===== src/rtl/cu_pkg.sv =====
// Shared types and constants for the hardwired control unit.
// Holds the sequencer state enum, opcode map, FunSel/ALU/select encodings,
// the packed control word driven onto the datapath, and small decode helpers.
package cu_pkg;

    localparam int unsigned IR_W     = 16;
    localparam int unsigned IMM_W    = 8;   // datapath width, carried in the IR low byte
    localparam int unsigned FLAG_W   = 4;
    localparam int unsigned FUNSEL_W = 2;
    localparam int unsigned RSEL_W   = 4;
    localparam int unsigned OSEL_W   = 3;
    localparam int unsigned ALU_W    = 4;
    localparam int unsigned MUX_W    = 2;

    typedef enum logic [2:0] {
        ST_INIT    = 3'd0,
        ST_FETCH_L = 3'd1,
        ST_FETCH_H = 3'd2,
        ST_EXEC    = 3'd3,
        ST_HALT    = 3'd4
    } state_t;

    // Opcodes (IR[15:12]); 0x0-0x7 are ALU operations.
    localparam logic [3:0] OP_LDI = 4'h8;
    localparam logic [3:0] OP_INC = 4'h9;
    localparam logic [3:0] OP_DEC = 4'hA;
    localparam logic [3:0] OP_BRA = 4'hB;
    localparam logic [3:0] OP_BEQ = 4'hC;
    localparam logic [3:0] OP_BNE = 4'hD;
    localparam logic [3:0] OP_NOP = 4'hE;
    localparam logic [3:0] OP_HLT = 4'hF;

    // Register FunSel encoding shared by IR, ARF and RF.
    localparam logic [FUNSEL_W-1:0] FS_CLR = 2'b00;
    localparam logic [FUNSEL_W-1:0] FS_LD  = 2'b01;
    localparam logic [FUNSEL_W-1:0] FS_DEC = 2'b10;
    localparam logic [FUNSEL_W-1:0] FS_INC = 2'b11;

    // ALU function codes.
    localparam logic [ALU_W-1:0] ALU_NOT = 4'b0010;
    localparam logic [ALU_W-1:0] ALU_ADD = 4'b0100;
    localparam logic [ALU_W-1:0] ALU_SUB = 4'b0101;
    localparam logic [ALU_W-1:0] ALU_AND = 4'b0111;
    localparam logic [ALU_W-1:0] ALU_OR  = 4'b1000;
    localparam logic [ALU_W-1:0] ALU_XOR = 4'b1010;
    localparam logic [ALU_W-1:0] ALU_LSL = 4'b1011;
    localparam logic [ALU_W-1:0] ALU_LSR = 4'b1100;

    // One-hot register selects.
    localparam logic [RSEL_W-1:0] ARF_RSEL_PC  = 4'b1000;
    localparam logic [RSEL_W-1:0] ARF_RSEL_ALL = 4'b1111;
    localparam logic [RSEL_W-1:0] RF_RSEL_R1   = 4'b1000;
    localparam logic [RSEL_W-1:0] RF_RSEL_ALL  = 4'b1111;

    // Mux selects.
    localparam logic [MUX_W-1:0] OUTB_PC    = 2'b11;
    localparam logic [MUX_W-1:0] RF_IN_ALU  = 2'b00;
    localparam logic [MUX_W-1:0] RF_IN_IMM  = 2'b01;
    localparam logic             ARF_IN_IMM = 1'b1;
    localparam logic             IR_HALF_LO = 1'b0;
    localparam logic             IR_HALF_HI = 1'b1;

    // Bit position of Z in flags {Z,C,N,O}.
    localparam int unsigned FLAG_Z = 3;

    typedef struct packed {
        logic                ir_e;
        logic                ir_l_h;
        logic [FUNSEL_W-1:0] ir_funsel;
        logic [FUNSEL_W-1:0] arf_funsel;
        logic [RSEL_W-1:0]   arf_rsel;
        logic [MUX_W-1:0]    arf_outb_sel;
        logic [FUNSEL_W-1:0] rf_funsel;
        logic [RSEL_W-1:0]   rf_rsel;
        logic [RSEL_W-1:0]   rf_tsel;
        logic [OSEL_W-1:0]   rf_o1sel;
        logic [OSEL_W-1:0]   rf_o2sel;
        logic [ALU_W-1:0]    alu_funsel;
        logic [MUX_W-1:0]    rf_in_sel;
        logic                arf_in_sel;
        logic                mem_rd;
        logic                halted;
    } ctrl_word_t;

    // Rd index -> one-hot RF RSel (R1 is the MSB).
    function automatic logic [RSEL_W-1:0] rf_onehot(input logic [1:0] idx);
        return RF_RSEL_R1 >> idx;
    endfunction

    // Register index -> RF output select; Rn = {1'b1, n-1}.
    function automatic logic [OSEL_W-1:0] rf_osel(input logic [1:0] idx);
        return {1'b1, idx};
    endfunction

    // ALU opcode (0x0-0x7) -> ALU FunSel.
    function automatic logic [ALU_W-1:0] alu_code(input logic [2:0] op);
        logic [ALU_W-1:0] code;
        case (op)
            3'd0:    code = ALU_ADD;
            3'd1:    code = ALU_SUB;
            3'd2:    code = ALU_AND;
            3'd3:    code = ALU_OR;
            3'd4:    code = ALU_XOR;
            3'd5:    code = ALU_NOT;
            3'd6:    code = ALU_LSL;
            default: code = ALU_LSR;
        endcase
        return code;
    endfunction

endpackage


===== src/rtl/cu_if.sv =====
// Control interface between the sequencer (master) and the datapath (slave).
// Master reads ir/flags and drives every datapath control select.
interface cu_if;
    import cu_pkg::*;

    logic [IR_W-1:0]     ir;
    logic [FLAG_W-1:0]   flags;
    logic                ir_e;
    logic                ir_l_h;
    logic [FUNSEL_W-1:0] ir_funsel;
    logic [FUNSEL_W-1:0] arf_funsel;
    logic [RSEL_W-1:0]   arf_rsel;
    logic [MUX_W-1:0]    arf_outb_sel;
    logic [FUNSEL_W-1:0] rf_funsel;
    logic [RSEL_W-1:0]   rf_rsel;
    logic [RSEL_W-1:0]   rf_tsel;
    logic [OSEL_W-1:0]   rf_o1sel;
    logic [OSEL_W-1:0]   rf_o2sel;
    logic [ALU_W-1:0]    alu_funsel;
    logic [MUX_W-1:0]    rf_in_sel;
    logic                arf_in_sel;
    logic                mem_rd;
    logic                halted;

    modport master (
        input  ir, flags,
        output ir_e, ir_l_h, ir_funsel, arf_funsel, arf_rsel, arf_outb_sel,
               rf_funsel, rf_rsel, rf_tsel, rf_o1sel, rf_o2sel, alu_funsel,
               rf_in_sel, arf_in_sel, mem_rd, halted
    );

    modport slave (
        output ir, flags,
        input  ir_e, ir_l_h, ir_funsel, arf_funsel, arf_rsel, arf_outb_sel,
               rf_funsel, rf_rsel, rf_tsel, rf_o1sel, rf_o2sel, alu_funsel,
               rf_in_sel, arf_in_sel, mem_rd, halted
    );

endinterface


===== src/rtl/cu_decode.sv =====
// Combinational control-word decoder: {state, ir, flags} -> datapath controls.
// Ports: state (sequencer state), ir (16-bit IROut), flags ({Z,C,N,O}),
//        ctrl (full control word).
// Build option: CU_BRANCH_EN enables BRA/BEQ/BNE; without it they decode as NOP
// and flags are ignored.
module cu_decode
    import cu_pkg::*;
(
    input  state_t            state,
    input  logic [IR_W-1:0]   ir,
    input  logic [FLAG_W-1:0] flags,
    output ctrl_word_t        ctrl
);

    logic [3:0] op;
    logic [1:0] rd;
    logic [1:0] rs;
    logic       branch_taken;
    logic       unused_bits;

    assign op = ir[15:12];
    assign rd = ir[11:10];
    assign rs = ir[9:8];

    // The immediate is routed by the datapath muxes, never decoded here.
`ifdef CU_BRANCH_EN
    assign branch_taken = (op == OP_BRA)
                       || ((op == OP_BEQ) &&  flags[FLAG_Z])
                       || ((op == OP_BNE) && !flags[FLAG_Z]);
    assign unused_bits  = ^ir[IMM_W-1:0];
`else
    assign branch_taken = 1'b0;
    assign unused_bits  = ^{ir[IMM_W-1:0], flags};
`endif

    // Control word; everything not named for a state stays 0.
    always_comb begin
        ctrl = '0;
        case (state)
            ST_INIT: begin
                ctrl.arf_rsel   = ARF_RSEL_ALL;
                ctrl.arf_funsel = FS_CLR;
                ctrl.rf_rsel    = RF_RSEL_ALL;
                ctrl.rf_tsel    = RF_RSEL_ALL;
                ctrl.rf_funsel  = FS_CLR;
            end
            ST_FETCH_L, ST_FETCH_H: begin
                ctrl.mem_rd       = 1'b1;
                ctrl.arf_outb_sel = OUTB_PC;
                ctrl.ir_e         = 1'b1;
                ctrl.ir_funsel    = FS_LD;
                ctrl.ir_l_h       = (state == ST_FETCH_H) ? IR_HALF_HI : IR_HALF_LO;
                ctrl.arf_rsel     = ARF_RSEL_PC;
                ctrl.arf_funsel   = FS_INC;
            end
            ST_EXEC: begin
                if (!op[3]) begin
                    ctrl.alu_funsel = alu_code(op[2:0]);
                    ctrl.rf_o1sel   = rf_osel(rd);
                    ctrl.rf_o2sel   = rf_osel(rs);
                    ctrl.rf_rsel    = rf_onehot(rd);
                    ctrl.rf_funsel  = FS_LD;
                    ctrl.rf_in_sel  = RF_IN_ALU;
                end else begin
                    case (op)
                        OP_LDI: begin
                            ctrl.rf_rsel   = rf_onehot(rd);
                            ctrl.rf_funsel = FS_LD;
                            ctrl.rf_in_sel = RF_IN_IMM;
                        end
                        OP_INC: begin
                            ctrl.rf_rsel   = rf_onehot(rd);
                            ctrl.rf_funsel = FS_INC;
                        end
                        OP_DEC: begin
                            ctrl.rf_rsel   = rf_onehot(rd);
                            ctrl.rf_funsel = FS_DEC;
                        end
                        OP_BRA, OP_BEQ, OP_BNE: begin
                            if (branch_taken) begin
                                ctrl.arf_rsel   = ARF_RSEL_PC;
                                ctrl.arf_funsel = FS_LD;
                                ctrl.arf_in_sel = ARF_IN_IMM;
                            end
                        end
                        default: ;  // NOP, HLT: no datapath activity
                    endcase
                end
            end
            ST_HALT: ctrl.halted = 1'b1;
            default: ;
        endcase
    end

endmodule


===== src/rtl/control_unit.sv =====
// Hardwired 3-cycle sequencer (FETCH_L, FETCH_H, EXEC) for the 8-bit datapath.
// Ports: clock, reset_n (synchronous, active-low), bus (cu_if.master: ir and
//        flags in, all datapath controls out; controls are combinational).
// Build option: CU_BRANCH_EN enables the BRA/BEQ/BNE instructions.
module control_unit
    import cu_pkg::*;
(
    input  logic  clock,
    input  logic  reset_n,
    cu_if.master  bus
);

    state_t     state_q;
    state_t     state_d;
    ctrl_word_t dec_word;
    ctrl_word_t ctrl_c;

    // State register.
    always_ff @(posedge clock) begin
        if (!reset_n) begin
            state_q <= ST_INIT;
        end else begin
            state_q <= state_d;
        end
    end

    // Next-state logic; HALT is left only through reset.
    always_comb begin
        state_d = state_q;
        case (state_q)
            ST_INIT:    state_d = ST_FETCH_L;
            ST_FETCH_L: state_d = ST_FETCH_H;
            ST_FETCH_H: state_d = ST_EXEC;
            ST_EXEC:    state_d = (bus.ir[15:12] == OP_HLT) ? ST_HALT : ST_FETCH_L;
            ST_HALT:    state_d = ST_HALT;
            default:    state_d = ST_INIT;
        endcase
    end

    cu_decode u_decode (
        .state (state_q),
        .ir    (bus.ir),
        .flags (bus.flags),
        .ctrl  (dec_word)
    );

    // Output logic; reset masks every control so no write lands on the reset edge.
    always_comb begin
        ctrl_c = '0;
        if (reset_n) begin
            ctrl_c = dec_word;
        end
    end

    assign bus.ir_e         = ctrl_c.ir_e;
    assign bus.ir_l_h       = ctrl_c.ir_l_h;
    assign bus.ir_funsel    = ctrl_c.ir_funsel;
    assign bus.arf_funsel   = ctrl_c.arf_funsel;
    assign bus.arf_rsel     = ctrl_c.arf_rsel;
    assign bus.arf_outb_sel = ctrl_c.arf_outb_sel;
    assign bus.rf_funsel    = ctrl_c.rf_funsel;
    assign bus.rf_rsel      = ctrl_c.rf_rsel;
    assign bus.rf_tsel      = ctrl_c.rf_tsel;
    assign bus.rf_o1sel     = ctrl_c.rf_o1sel;
    assign bus.rf_o2sel     = ctrl_c.rf_o2sel;
    assign bus.alu_funsel   = ctrl_c.alu_funsel;
    assign bus.rf_in_sel    = ctrl_c.rf_in_sel;
    assign bus.arf_in_sel   = ctrl_c.arf_in_sel;
    assign bus.mem_rd       = ctrl_c.mem_rd;
    assign bus.halted       = ctrl_c.halted;

endmodule

===== src/flat_wrapper.sv =====
// flat-port wrapper written by rule: the top's interface ports become plain ports
module control_unit_flat import cu_pkg::*;
  (clock, reset_n, bus_ir, bus_flags, bus_ir_e, bus_ir_l_h, bus_ir_funsel, bus_arf_funsel, bus_arf_rsel, bus_arf_outb_sel, bus_rf_funsel, bus_rf_rsel, bus_rf_tsel, bus_rf_o1sel, bus_rf_o2sel, bus_alu_funsel, bus_rf_in_sel, bus_arf_in_sel, bus_mem_rd, bus_halted);
  cu_if bus_i ();
  input  logic clock;
  input  logic reset_n;
  input wire logic [$bits(bus_i.ir)-1:0] bus_ir;
  input wire logic [$bits(bus_i.flags)-1:0] bus_flags;
  output wire logic [$bits(bus_i.ir_e)-1:0] bus_ir_e;
  output wire logic [$bits(bus_i.ir_l_h)-1:0] bus_ir_l_h;
  output wire logic [$bits(bus_i.ir_funsel)-1:0] bus_ir_funsel;
  output wire logic [$bits(bus_i.arf_funsel)-1:0] bus_arf_funsel;
  output wire logic [$bits(bus_i.arf_rsel)-1:0] bus_arf_rsel;
  output wire logic [$bits(bus_i.arf_outb_sel)-1:0] bus_arf_outb_sel;
  output wire logic [$bits(bus_i.rf_funsel)-1:0] bus_rf_funsel;
  output wire logic [$bits(bus_i.rf_rsel)-1:0] bus_rf_rsel;
  output wire logic [$bits(bus_i.rf_tsel)-1:0] bus_rf_tsel;
  output wire logic [$bits(bus_i.rf_o1sel)-1:0] bus_rf_o1sel;
  output wire logic [$bits(bus_i.rf_o2sel)-1:0] bus_rf_o2sel;
  output wire logic [$bits(bus_i.alu_funsel)-1:0] bus_alu_funsel;
  output wire logic [$bits(bus_i.rf_in_sel)-1:0] bus_rf_in_sel;
  output wire logic [$bits(bus_i.arf_in_sel)-1:0] bus_arf_in_sel;
  output wire logic [$bits(bus_i.mem_rd)-1:0] bus_mem_rd;
  output wire logic [$bits(bus_i.halted)-1:0] bus_halted;
  assign bus_i.ir = bus_ir;
  assign bus_i.flags = bus_flags;
  assign bus_ir_e = bus_i.ir_e;
  assign bus_ir_l_h = bus_i.ir_l_h;
  assign bus_ir_funsel = bus_i.ir_funsel;
  assign bus_arf_funsel = bus_i.arf_funsel;
  assign bus_arf_rsel = bus_i.arf_rsel;
  assign bus_arf_outb_sel = bus_i.arf_outb_sel;
  assign bus_rf_funsel = bus_i.rf_funsel;
  assign bus_rf_rsel = bus_i.rf_rsel;
  assign bus_rf_tsel = bus_i.rf_tsel;
  assign bus_rf_o1sel = bus_i.rf_o1sel;
  assign bus_rf_o2sel = bus_i.rf_o2sel;
  assign bus_alu_funsel = bus_i.alu_funsel;
  assign bus_rf_in_sel = bus_i.rf_in_sel;
  assign bus_arf_in_sel = bus_i.arf_in_sel;
  assign bus_mem_rd = bus_i.mem_rd;
  assign bus_halted = bus_i.halted;
  control_unit u_core (.clock(clock), .reset_n(reset_n), .bus(bus_i));
endmodule

===== config.mk =====
export PLATFORM = sky130hd
export DESIGN_NAME = control_unit_flat
export DESIGN_NICKNAME = d
export VERILOG_FILES = /design/src/rtl/cu_pkg.sv /design/src/rtl/cu_if.sv /design/src/rtl/cu_decode.sv /design/src/rtl/control_unit.sv /design/src/flat_wrapper.sv
export SDC_FILE = /design/constraint.sdc
export NUM_CORES = 1
export LEC_CHECK = 0
export ABC_AREA = 1
export BUFFER_PORTS_ARGS = -buffer_cell sky130_fd_sc_hd__buf_4
export CORE_MARGIN = 3
export CORE_UTILIZATION = 35
export DETAILED_ROUTE_END_ITERATION = 16
export PLACE_DENSITY = 0.8
export SLEW_MARGIN = 0
export SYNTH_ARGS = -nofsm -noshare
export SYNTH_HDL_FRONTEND = slang
export SYNTH_SLANG_ARGS = --single-unit

===== constraint.sdc =====
create_clock -name clock -period 2.5 [get_ports clock]
set_input_delay 0.25 -clock clock [delete_from_list [all_inputs] [get_ports clock]]
set_output_delay 0.25 -clock clock [all_outputs]
set_load 0.005 [all_outputs]

==> results of run 1 <==
worst max path at each step:
| stage | startpoint | end | slack [ns] |
|---|---|---|---|
| 6_report | u_core.state_q[1] | bus_arf_funsel[0] | 0.75 |
| 5_1_grt | u_core.state_q[1] | bus_arf_outb_sel[1] | 0.58 |
| 4_1_cts | u_core.state_q[1] | bus_arf_funsel[0] | 0.73 |
| 3_5_place_dp | u_core.state_q[1] | bus_arf_funsel[0] | 0.99 |
| 3_3_place_gp | u_core.state_q[1] | bus_ir_funsel[0] | 1.05 |
| 2_1_floorplan | u_core.state_q[1] | bus_arf_funsel[0] | 1.05 |
cells by family (layout without fill, tap and decap cells):
| kind of cell | Yosys count | after routing |
|---|---|---|
| other cells | 1 | 3 |
| flops | 3 | 3 |
| simple gates | 54 | 54 |
| compound gates | 3 | 3 |
| buf+inv | 32 | 64 |
| xor+xnor | 1 | 1 |
tightest hold or removal path, delay by kind of cell:
family	cells	cell delay [ns]
AND/OR/NAND/NOR	2	0.16
buffers and inverters	1	0.10
per-stage QoR:
step                      total power, mW  utilization  std cells  hold slack (ns)
final                               0.289        0.582        143            0.312
after CTS                           0.293        0.582        143            0.315
after floorplan                     0.153            -         96            0.416
after global routing                0.313        0.582        143            0.354
after global placement              0.203        0.562        139            0.489
after detailed placement            0.207        0.562        139            0.496
cell usage in the layout (no fill, tap or decap), drive strengths merged:
master  synthesis  layout
nand2          27      27
xor2            1       1
buf            15      43
clkbuf          0       4
conb            1       3
inv            17      17
dfxtp           3       3
nor2           19      19
nor3            3       3
a21oi           1       1
o21ai           2       2
nand3           5       5
report_power, final:
group | internal (mW) | switching [mW]
combinational | 0.0767 | 0.0703
sequential | 0.0531 | 0.00474
clock | 0.0598 | 0.0241
cell type report:
type                            count  area [µm²]  share of cell area
Clock buffer                        4        26.3              0.0339
Tap cell                           15        18.8              0.0242
Timing Repair Buffer               43         323               0.416
Inverter                           17        63.8              0.0823
Sequential cell                     3        60.1              0.0774
Multi-Input combinational cell     61         284               0.366
layer usage:
layer  up-vias  part of all wire  global-route usage
li1        325                 -                   -
met1       255              0.38               0.136
met2        21              0.55               0.241
met3         0             0.063              0.0366
met4         0                 0              0.0361
met5         -                 0                   0
==> reports/qor.log, run 1 <==
INFO  outcome        run_status=finished clean
INFO  final_layout   design.final.nets=151
INFO  sta            max_slew_margin=0.580
INFO  setup_path     category_of_the_worst_setup_path_launch_point=flip-flop
INFO  sta            hold_viol_final=0
INFO  setup_path     worstPathCellList=nand2_2 -> inv_1 -> nor3_1 -> buf_4
INFO  clock_network  clockBufferDepth=2
INFO  synth          synth_top_cells_by_area=sky130_fd_sc_hd__buf_4 22%, sky130_fd_sc_hd__nand2_1 18%, sky130_fd_sc_hd__inv_1 12%
INFO  floorplanning  start_util=0.385
INFO  setup_path     critical_path_peak_fanout=7
INFO  floorplanning  die_area=1960µm²
INFO  hold_path      min-delay-start=reset_n
INFO  synth          yosys.area_share.xor_xnor=0.0171
INFO  final_layout   finish.instance_area=776µm²
INFO  global_route   track_usage=0.128
INFO  sta            worst_pin_slew=0.625ns
INFO  placement      dp_hpwl=1.14mm
INFO  synth          synth-simple-area-share=0.485
INFO  drt            drt_pre_antenna_iters=4
INFO  drt            routed_wire_length_per_instance=9.24µm
INFO  sta            setup_violations=0
INFO  drt            drt_first_iter_violations=7
INFO  setup_path     r2r_cells=5
INFO  setup_path     arrival_time_at_the_worst_endpoint=1.50ns
INFO  synth          commonest_register_cell_after_synthesis=sky130_fd_sc_hd__dfxtp_1
INFO  sta            rsz0062_at_grt=no
INFO  power_and_ir_drop power_leakage=0.530nW
INFO  global_route   grt_pass1_wl=1.92mm
INFO  synth          seq_area_frac_synth=0.117
INFO  sta            fin_skew=0.00318ns
INFO  floorplanning  die_x=44.3µm
INFO  drt            drc=0
INFO  synth          synth_cell_area=513µm²
INFO  sta            worst_slack=0.752ns
INFO  floorplanning  die_h=44.3µm
INFO  hold_path      hold-path-cell-count=3
INFO  clock_network  cts_hold_buf=0
INFO  synth          yosysWarningCount=0
INFO  floorplanning  ios=59
INFO  synth          synth_edf_count=0
INFO  flow_run       drv_cap=0
INFO  sta            setup_total_negative_slack=0ns
INFO  placement      dpl_cell_area=749µm²
INFO  setup_path     cp_slowest_stage_delay=0.50ns
INFO  clock_network  cts_setup_buffers=0
INFO  setup_path     critical-path-top-delay-family=simple AND/OR/NAND/NOR gates
INFO  setup_path     path_class=flip-flop to output pin
INFO  sta            min_period=1.75ns
INFO  final_layout   layout-drive-gt1-share=0.398
INFO  setup_path     worst_ep_required_time=2.25ns
INFO  clock_network  cts_sinks=3
INFO  hold_path      min_path_type=primary input to flip-flop
INFO  sta            post-route-period-util=0.699
INFO  clock_network  clk_latency=0.23ns
INFO  floorplanning  num_rows=13
INFO  placement      place_ws=0.994ns
INFO  global_route   grt.overflow.total=0
INFO  placement      place.port_buffers=43
INFO  power_and_ir_drop peakVddDrop=0.252mV
INFO  synth          syn-instance-count=94
INFO  drt            detail-route-antenna-nets=0
INFO  global_route   first_global_vias=497
INFO  final_layout   syn_to_final_growth=51.2%
INFO  synth          post-synth-top-area-fraction=0.220
INFO  synth          ys_ff_latch=3
INFO  final_layout   reg_top3=u_core.state_q: 3 flops
INFO  synth          synth_unique_cells=15
INFO  clock_network  post_cts_resize_count=0
INFO  final_layout   registers.top_by_ff_count=u_core.state_q
INFO  setup_path     cp.buffers_inverters=2
INFO  clock_network  cts.clk_slew.worst_paths=0.04ns
INFO  synth          area_share_of_fa_ha_maj_cells_after_synthesis=0
INFO  sta            final-max-slew-violation-count=0
INFO  final_layout   largest_register_ff_count=3
INFO  setup_path     regToRegEndpoint=u_core.state_q[0]
INFO  power_and_ir_drop power-per-cell-area=372nW/µm²
INFO  synth          synth.avg_cell_area=5.46µm²
INFO  clock_network  tritoncts=done
INFO  synth          dominant_combinational_cell_family_by_area_after_synthesis=simple AND/OR/NAND/NOR gates
INFO  sta            max_clock_freq=572MHz
INFO  drt            routed-via-count=601
INFO  synth          synth.top_cells.by_count=24 x sky130_fd_sc_hd__nand2_1, 17 x sky130_fd_sc_hd__inv_1, 17 x sky130_fd_sc_hd__nor2_1
INFO  synth          synth_top_area_cell=sky130_fd_sc_hd__buf_4
INFO  synth          synth_compound_area_frac=0.0293
INFO  global_route   largest_net_degree_at_the_start_of_global_routing=10
INFO  global_route   antenna_violations_before_repair=0
INFO  clock_network  cts_buffers=3
INFO  hold_path      worstHoldEndpoint=u_core.state_q[2]
INFO  setup_path     worst_setup_path_end_kind=output pin
INFO  synth          postSynth.asyncResetShare=0
INFO  setup_path     crit_path_cell_count=4
INFO  synth          post_synthesis_mux_area_share=0
INFO  drt            vias_per_cell=4.20
INFO  setup_path     setup_slack_reg_to_reg=1.65ns
INFO  final_layout   layout.filler_cells=145
INFO  setup_path     rr_startpoint=u_core.state_q[2]
INFO  final_layout   antenna_cells_inserted=0
INFO  drt            postRouteWirelength=1.32mm
INFO  placement      gpl.final_weighted_congestion=0.770
INFO  floorplanning  core=1330µm²
INFO  clock_network  cts.htree.levels=1
INFO  setup_path     crit_slowest_cell=sky130_fd_sc_hd__nor3_1
INFO  clock_network  root_buffer=sky130_fd_sc_hd__clkbuf_4
INFO  synth          synth_most_common_cell=sky130_fd_sc_hd__nand2_1
Power figures use the tool's default switching activity.
==> run 2: changes to the inputs <==
ABC_AREA = 0   (was 1)
CORE_UTILIZATION = 34   (was 35)
PLACE_DENSITY = 0.76   (was 0.8)
clock period = 1.7 ns   (was 2.5 ns; I/O delays follow)
==> run 2 against run 1 <==
Clock power increased by 52%. Clock-buffer cell count unchanged. Critical endpoint is now bus_rf_rsel[3]. Hold slack got worse by 0.057 ns. Via count decreased by 8.2%. First-iteration DRC count decreased by 57%. Total power increased by 48%. Non-clock buffer count increased by 1.
==> reports/qor.log, run 2 <==
INFO  outcome        run_status=finished clean
INFO  power_and_ir_drop sw_frac_of_total=0.330 [-0.0137]
INFO  setup_path     cp.buffers_inverters=1 [-1]
INFO  global_route   antenna_violations_before_repair=0 [unchanged]
INFO  synth          ys_ff_latch=3 [unchanged]
INFO  power_and_ir_drop power-per-cell-area=544nW/µm² [+46%]
INFO  placement      place.port_buffers=43 [unchanged]
INFO  setup_path     worst_ep_required_time=1.53ns [-0.72 ns]
INFO  sta            fin_skew=0.00193ns [-0.00125 ns]
INFO  setup_path     arrival_time_at_the_worst_endpoint=1.40ns [-0.10 ns]
INFO  final_layout   final_cell_count_no_fill=118 [-17%]
INFO  final_layout   util_after_layout=0.563 [-0.0190]
INFO  setup_path     critical-path-top-delay-family=simple AND/OR/NAND/NOR gates
INFO  sta            setup_violations=0 [unchanged]
INFO  drt            drt_first_iter_violations=3 [-4]
INFO  synth          postSynth.asyncResetShare=0 [unchanged]
INFO  synth          seq_area_frac_synth=0.110 [-0.00748]
INFO  placement      dp_hpwl=1.04mm [-8.9%]
INFO  sta            timing.hold.ws=0.255ns [-0.0567 ns]
INFO  setup_path     worstPathCellList=and4b_2 -> o21ai_4 -> o31ai_4 -> buf_4
INFO  synth          post-synth-top-area-fraction=0.219 [-0.000334]
INFO  flow_run       drv_cap=0 [unchanged]
INFO  setup_path     cp_slowest_stage_delay=0.41ns [-0.09 ns]
INFO  sta            hold_viol_final=0 [unchanged]
INFO  final_layout   layout-drive-gt1-share=0.602 [+0.204]
INFO  power_and_ir_drop power_leakage=0.412nW [-22%]
INFO  floorplanning  die_x=46.1µm [+4.2%]
INFO  global_route   first_global_vias=443 [-11%]
INFO  synth          commonest_register_cell_after_synthesis=sky130_fd_sc_hd__dfxtp_1
INFO  final_layout   syn_to_final_growth=43.6%
INFO  synth          synth_top_area_cell=sky130_fd_sc_hd__buf_4
INFO  power_and_ir_drop clock_power_share=0.298 [+0.008]
INFO  drt            routed-via-count=552 [-8.2%]
INFO  final_layout   antenna_cells_inserted=0 [unchanged]
INFO  global_route   grt_pass1_wl=1.88mm [-2.2%]
INFO  clock_network  clk_latency=0.24ns [about the same]
INFO  sta            final-max-slew-violation-count=0 [unchanged]
INFO  setup_path     category_of_the_worst_setup_path_launch_point=flip-flop
INFO  floorplanning  ios=59 [unchanged]
INFO  power_and_ir_drop seq_power_share=0.194 [-0.007]
INFO  floorplanning  core=1400µm² [+4.9%]
INFO  clock_network  tritoncts=done
INFO  sta            post-route-period-util=0.923
INFO  final_layout   largest_register_ff_count=3 [unchanged]
INFO  clock_network  cts.clk_slew.worst_paths=0.03ns [about the same]
INFO  clock_network  root_buffer=sky130_fd_sc_hd__clkbuf_4
INFO  synth          syn-instance-count=73 [-22%]
INFO  setup_path     critical_path_peak_fanout=8 [+1]
INFO  clock_network  cts_hold_buf=0 [unchanged]
INFO  synth          synth.avg_cell_area=7.51µm² [+38%]
INFO  drt            drc=0 [unchanged]
INFO  drt            drt_pre_antenna_iters=4 [unchanged]
INFO  placement      dpl_cell_area=758µm² [+1.2%]
INFO  global_route   largest_net_degree_at_the_start_of_global_routing=9 [-1]
INFO  clock_network  cts.htree.levels=1 [unchanged]
INFO  sta            max_clock_freq=637MHz
INFO  final_layout   design.final.nets=126 [-17%]
INFO  clock_network  cts_sinks=3 [unchanged]
INFO  drt            detail-route-antenna-nets=0 [unchanged]
INFO  synth          yosysWarningCount=0 [unchanged]
INFO  synth          synth_cell_area=548µm² [+6.8%]
INFO  setup_path     crit_slowest_cell=sky130_fd_sc_hd__and4b_2
INFO  power_and_ir_drop peakVddDrop=0.370mV [+46%]
INFO  placement      place_ws=0.239ns [-0.755 ns]
INFO  placement      gpl.final_weighted_congestion=0.781 [+1.4%]
INFO  final_layout   most_frequent_standard_cell_in_the_layout_excluding_fill_and_tap_cells=sky130_fd_sc_hd__buf_4
INFO  final_layout   finish.instance_area=787µm² [+1.5%]
INFO  sta            worst_slack=0.131ns [-0.621 ns]
INFO  global_route   grt.overflow.total=0 [unchanged]
INFO  clock_network  clockBufferDepth=2 [unchanged]
INFO  floorplanning  start_util=0.392 [+0.00716]
INFO  synth          synth_top_cells_by_area=sky130_fd_sc_hd__buf_4 22%, sky130_fd_sc_hd__dfxtp_1 11%, sky130_fd_sc_hd__nand2b_1 8.0%
INFO  placement      place_inst=114 [-18%]
INFO  clock_network  cts_buffers=3 [unchanged]
INFO  clock_network  cts_setup_buffers=0 [unchanged]
INFO  drt            vias_per_cell=4.68 [+11%]
INFO  setup_path     path_class=flip-flop to output pin
INFO  sta            rsz0062_at_grt=no
INFO  sta            setup_total_negative_slack=0ns [unchanged]
INFO  power_and_ir_drop pwr-share-comb=0.508 [about the same]
INFO  power_and_ir_drop p_int=287µW [+51%]
INFO  synth          synth_unique_cells=25 [+10]
INFO  power_and_ir_drop overall_power=428µW [+48%]
INFO  drt            postRouteWirelength=1.24mm [-5.8%]
INFO  synth          synth_most_common_cell=sky130_fd_sc_hd__buf_4
INFO  floorplanning  num_rows=13 [unchanged]
INFO  floorplanning  die_h=46.1µm [+4.2%]
INFO  drt            routed_wire_length_per_instance=10.5µm [+14%]
INFO  synth          synth.top_cells.by_count=16 x sky130_fd_sc_hd__buf_4, 7 x sky130_fd_sc_hd__nand2b_1, 6 x sky130_fd_sc_hd__a21oi_1
INFO  hold_path      min_path_type=primary input to flip-flop
INFO  final_layout   registers.top_by_ff_count=u_core.state_q
INFO  floorplanning  die_area=2130µm² [+8.6%]
INFO  setup_path     worst_setup_path_end_kind=output pin
INFO  synth          synth_edf_count=0 [unchanged]
INFO  power_and_ir_drop total_switching_power=141µW [+42%]
INFO  sta            min_period=1.57ns
INFO  global_route   track_usage=0.124 [-0.00421]
INFO  final_layout   reg_top3=u_core.state_q: 3 flops
INFO  final_layout   most-common-layout-cells=44 x sky130_fd_sc_hd__buf_4, 7 x sky130_fd_sc_hd__nand2b_1, 6 x sky130_fd_sc_hd__a21oi_1
[run 2: cell count changes in the layout (fill, tap and decap cells not counted), moves of 5 or more]
| cell | delta |
|---|---|
| sky130_fd_sc_hd__nor2_1 | -13 |
| sky130_fd_sc_hd__nand2_1 | -19 |
| sky130_fd_sc_hd__nand2b_1 | +7 |
| sky130_fd_sc_hd__a21oi_1 | +5 |
| sky130_fd_sc_hd__inv_1 | -13 |
| sky130_fd_sc_hd__nand3_1 | -5 |
[run 2: routing by layer]
metal | track usage | share of wire | vias to the layer above
met1 | 0.149 | 0.39 | 234
met2 | 0.184 | 0.43 | 33
met3 | 0.0625 | 0.17 | 2
met4 | 0.0511 | 0.011 | 0
met5 | 0 | 0 | -
li1 | - | - | 283
[run 2: timing repair]
action | in CTS | in global routing
resized for setup | 1 | 1
cloned | 0 | 0
pin swaps | 0 | 1
setup endpoints to repair | 2 | 2
[run 2: final cells by class]
cell class,count,area [µm²]
fillers,148,612
multi-input cells,48,335
repair buffers,44,330
flip-flops and latches,3,61.3
clock buffers,4,26.3
well taps,15,18.8
inverters,4,15.0
[run 2: kinds of logic (layout without fill, tap and decap cells)]
logic type,after synthesis,count (layout),share of synthesized area
and+or+nand+nor,29,29,0.342
buffers and inverters,24,52,0.295
AOI/OAI and AO/OA,13,13,0.199
xor gates and xnor gates,3,3,0.0480
DFF,3,3,0.110
other,1,3,0.00684
[run 2: path summary, 6_finish.rpt]
| check | slack [ns] | endpoint | from | cells past startpoint |
|---|---|---|---|---|
| max | 0.13 | bus_rf_rsel[3] | u_core.state_q[2] | 4 |
| min | 0.25 | u_core.state_q[2] | reset_n | 3 |
| max reg2reg | 0.73 | u_core.state_q[2] | u_core.state_q[0] | 3 |
| min reg2reg | 0.47 | u_core.state_q[0] | u_core.state_q[0] | 1 |
[run 2: worst reg2reg max path: cells and delay by family (launching register included)]
| kind | cells | cell delay [ns] |
|---|---|---|
| DFF | 1 | 0.34 |
| AOI/OAI and AO/OA | 1 | 0.14 |
| and+or+nand+nor | 2 | 0.42 |
[run 2: power groups by stage]
stage               combinational (mW)  clock, mW  sequential (mW)
floorplan                        0.154          0           0.0818
global placement                 0.215          0           0.0830
detailed placement               0.219          0           0.0835
CTS                              0.221      0.133           0.0824
global route                     0.238      0.148           0.0841
finish                           0.218      0.127           0.0830
